**src/rtl/lb_updown_counter_p.sv**
```systemverilog
// Loadable up/down counter slice with programmable modulus, optional saturation,
// synchronous clear, cascadable carry and a registered one-cycle wrap flag.
module lb_updown_counter_p #(
  parameter int     WIDTH       = 8,
  parameter longint MODULUS     = 0,
  parameter int     SATURATE    = 0,
  parameter longint RESET_VALUE = 0
) (
  input  logic             CK,
  input  logic             GSRN,
  input  logic             SP,
  input  logic             SCLR,
  input  logic             LOAD,
  input  logic [WIDTH-1:0] D,
  input  logic             CI,
  input  logic             CON,
  output logic [WIDTH-1:0] Q,
  output logic             CO,
  output logic             WRAP
);

  localparam longint FULL_L = (longint'(1) << WIDTH);
  localparam longint MAX_L  = (MODULUS == 0) ? (FULL_L - 1) : (MODULUS - 1);
  localparam logic [WIDTH-1:0] MAX   = MAX_L[WIDTH-1:0];
  localparam logic [WIDTH-1:0] RST_Q = RESET_VALUE[WIDTH-1:0];

  if (WIDTH < 1 || WIDTH > 32) begin : g_bad_width
    $error("lb_updown_counter_p: WIDTH must be 1..32");
  end
  if (MODULUS < 0 || MODULUS > FULL_L) begin : g_bad_modulus
    $error("lb_updown_counter_p: MODULUS exceeds 2**WIDTH");
  end
  if (RESET_VALUE < 0 || RESET_VALUE > MAX_L) begin : g_bad_reset
    $error("lb_updown_counter_p: RESET_VALUE exceeds MAX");
  end

  // Load data above the modulus range is clamped to the terminal value.
  function automatic logic [WIDTH-1:0] clamp_load(input logic [WIDTH-1:0] v);
    return (v > MAX) ? MAX : v;
  endfunction

  // One count step modulo MAX+1, or sticking at the end when saturating.
  function automatic logic [WIDTH-1:0] count_step(input logic [WIDTH-1:0] v,
                                                  input logic up);
    if (up) begin
      if (v == MAX) return (SATURATE != 0) ? MAX : '0;
      return v + 1'b1;
    end
    if (v == '0) return (SATURATE != 0) ? '0 : MAX;
    return v - 1'b1;
  endfunction

  logic terminal;

  assign terminal = CON ? (Q == MAX) : (Q == '0);
  // Carry ignores SP/SCLR/LOAD so a chain of slices can share one enable.
  assign CO = CI & terminal;

  always_ff @(posedge CK or negedge GSRN) begin
    if (!GSRN) begin
      Q    <= RST_Q;
      WRAP <= 1'b0;
    end else begin
      WRAP <= SP & ~SCLR & ~LOAD & CO;
      if (SP) begin
        if (SCLR)      Q <= '0;
        else if (LOAD) Q <= clamp_load(D);
        else if (CI)   Q <= count_step(Q, CON);
      end
    end
  end

endmodule
```
**config.mk**
```make
export PLATFORM = sky130hd
export DESIGN_NAME = lb_updown_counter_p
export DESIGN_NICKNAME = d
export VERILOG_FILES = /design/src/rtl/lb_updown_counter_p.sv
export SDC_FILE = /design/constraint.sdc
export NUM_CORES = 1
export LEC_CHECK = 0
export BUFFER_PORTS_ARGS = -buffer_cell sky130_fd_sc_hd__buf_2
export CAP_MARGIN = 20
export CORE_AREA = 2 2 52 54
export CTS_CLUSTER_SIZE = 12
export DETAILED_ROUTE_END_ITERATION = 16
export DIE_AREA = 0 0 54 56
export PLACE_DENSITY = 0.6
export SYNTH_ARGS = -nofsm -noshare
export SYNTH_HDL_FRONTEND = slang
export SYNTH_SLANG_ARGS = --single-unit
```
**constraint.sdc**
```tcl
create_clock -name CK -period 2.42 [get_ports CK]
set_input_delay 0.121 -clock CK [delete_from_list [all_inputs] [get_ports CK]]
set_output_delay 0.121 -clock CK [all_outputs]
set_load 0.01 [all_outputs]
```
==> impl_metrics.csv <==
group,metric,value,unit
sta,fin_crit_sh,89.90,%
worst_setup_path,path_class,"reg -> out",
worst_setup_path,rr_worst_depth,6,
detailed_routing,wire_per_inst,16.41,um
place,portBuffers,24,
floorplanning,start_util,38.37,%
clock_network,cts_root_buf,"clkbuf_4",
global_routing,grt_pass1_vias,915,
clock_network,cts_buffer_depth,2,
detailed_routing,vias,1002,
worst_setup_path,r2r_slack,0.45,ns
sta,worstMarginPinSlew,0.5656,ns
sta,fin_crit,2.176,ns
worst_setup_path,critical_path.cell_chain,"inv_1 > ha_1 > nor3b_1 > and3_1 > o21a_1 > buf_2",
sta,drv_slew,0,
layout,areaGrowthSynthToFinish,16.09,%
detailed_routing,drt_iter0_drc,46,
synth,synthFlopType,"dfrtp_1",
worst_setup_path,critPathMaxStageDelay,0.49,ns
sta,setup-tns-final,0,ns
job,cap_violations,0,
sta,maxSlewHeadroom,62.21,%
worst_setup_path,crit_path_start,"Q[0]$_DFFE_PN0P_",
worst_setup_path,cp_max_fo,9,
synth,netlist_instances,110,
floorplanning,core,2432,um^2
global_routing,antenna_found_initial,0,
detailed_routing,ant_nets,0,
worst_setup_path,r2r-end,"Q[3]$_DFFE_PN0P_",
floorplanning,die_w,54,um
worst_setup_path,critPathRequiredTime,2.30,ns
worst_setup_path,crit_family,"simple AND/OR/NAND/NOR gates",
place,place_congestion,0.9042,
global_routing,grt_pass1_wl,4367,um
sta,fmax,0.4597,GHz
power,leakage,0.4990,nW
clock_network,cts_made_buffers,3,
hold_path,min_to,"Q[1]$_DFFE_PN0P_",
detailed_routing,viasPerCell,6.110,
synth,synth_nets,128,
detailed_routing,drt-total-wl,2692,um
detailed_routing,first_pass_iters,4,
detailed_routing,drc,0,
place,dp_hpwl,1963,um
power,p_per_area,511.4,nW/um^2
global_routing,grt-ovfl-total,0,
layout,nets,153,
layout,final_cell_mix,"24 x buf_2, 11 x nand2_1, 9 x dfrtp_1",
floorplanning,dieArea,3024,um^2
synth,synth_async_sr_flop_share,100.0,%
clock_network,clk_pin_slew_worst_paths,0.07,ns
hold_path,hold_path.class,"in -> reg",
worst_setup_path,r2r_start,"Q[0]$_DFFE_PN0P_",
synth,synth_edf_count,0,
synth,yosys_register_bits,9,
synth,yosysWarnings,0,
worst_setup_path,cp_data_arrival_time,2.05,ns
layout,fin_util,44.55,%
power,vdd_drop_max,0.0002266,V
layout,layout_commonest_cell,"buf_2",
sta,rsz0062_at_grt,"false",
worst_setup_path,endpoint_kind,"output pin",
power,total_power,0.5541,mW
hold_path,hp-start,"D[1]",
worst_setup_path,path_buf_inv,2,
sta,setup_viol,0,
synth,syn_avg_cell_area,8.485,um^2
status,outcome,"finished, final reports clean",
sta,finalHoldViolCount,0,
synth,synth_area,933.4,um^2
clock_network,cts_resized,0,
layout,finalInstanceArea,1084,um^2
synth,seq_area_frac_synth,24.13,%
floorplanning,num_rows,18,
hold_path,whs_path_depth,4,
clock_network,cts_sinks,9,
global_routing,grt_use_total,19.36,%
worst_setup_path,start_kind,"flip-flop",
clock_network,cts_tree,"done",
layout,drive_gt1_share,25.37,%
floorplanning,die_y,56,um
layout,antennaDiodeCount,0,
clock_network,ctsHoldBuffers,1,
clock_network,post_cts_buffers,0,
clock_network,clkLatencyLatePin,0.27,ns
sta,finalClockSkew,0.004914,ns
clock_network,cts_max_level,1,
floorplanning,ios,25,
place,placed_cell_area,1047,um^2
synth,synth_cell_types,44,
global_routing,grt_max_degree,15,
worst_setup_path,critPathSlowestCell,"nor3b_1",
[per-stage QoR]
| step | hold slack, ns | cells | setup slack, ns |
|---|---|---|---|
| final | 0.1758 | 164 | 0.2445 |
| after global routing | 0.2371 | 164 | 0.1224 |
| after CTS | 0.1723 | 164 | 0.2840 |
| after detailed placement | -0.003204 | 159 | 0.5048 |
| after global placement | -0.007315 | 159 | 0.5025 |
| after floorplan | -0.1746 | 110 | 0.5788 |
[worst max path at each step]
stage,end,depth (start not counted)
after floorplan,Q[5]$_DFFE_PN0P_,6
after CTS,CO,6
after detailed placement,Q[5]$_DFFE_PN0P_,6
after global routing,CO,6
final,CO,6
after global placement,Q[5]$_DFFE_PN0P_,6
[per-layer routing]
layer	global-route usage [%]	vias up	part of all wire (%)
met1	27.99	477	45
met3	1.613	5	7.4
met4	7.500	0	1.9
met2	29.09	50	46
met5	0	-	0
li1	-	470	-
[worst register-to-register path: stages (launching register included)]
cell	delay [ns]
dfrtp_1	0.47
inv_1	0.14
ha_1	0.18
nor3b_1	0.50
a21oi_1	0.23
a22oi_1	0.21
a221o_1	0.17
[power breakdown]
group	leakage [nW]	internal (mW)	switching, mW
Clock	0.0150	0.0638	0.0590
Sequential	0.119	0.165	0.0445
Combinational	0.365	0.104	0.117
[registers in the layout (all words and copies together), names as in the netlist]
signal	cells
Q	8
WRAP	1
[kinds of logic (layout without fill, tap and decap cells)]
| group | count (synthesis) | after routing | share of synthesized area [%] |
|---|---|---|---|
| simple gates | 45 | 45 | 29.09 |
| xor+xnor | 6 | 6 | 5.630 |
| flops | 9 | 9 | 24.13 |
| compound gates | 34 | 34 | 28.82 |
| buf+inv | 13 | 37 | 8.311 |
| fa+ha+maj | 3 | 3 | 4.022 |
[cell usage after synthesis, types with 3 or more instances]
cell | number | area share (%)
a21oi_1 | 3 | 1.6
dfrtp_1 | 9 | 24
ha_1 | 3 | 4.0
inv_1 | 7 | 2.8
nand2_1 | 11 | 4.4
nand3_1 | 6 | 3.2
nor2_1 | 4 | 1.6
nor2b_1 | 3 | 2.0
nor3_1 | 6 | 3.2
o21a_1 | 3 | 2.4
o21ai_0 | 5 | 2.7
xor2_1 | 4 | 3.8
[layout make-up]
type | count | area (um^2)
multi-input combinational | 88 | 630.6
sequential | 9 | 225.2
timing repair buffer | 26 | 137.6
inverter | 7 | 26.28
tap | 30 | 37.54
clock buffer | 4 | 26.28
fill | 268 | 1349
Note: power is estimated with default switching activity, not from simulation.
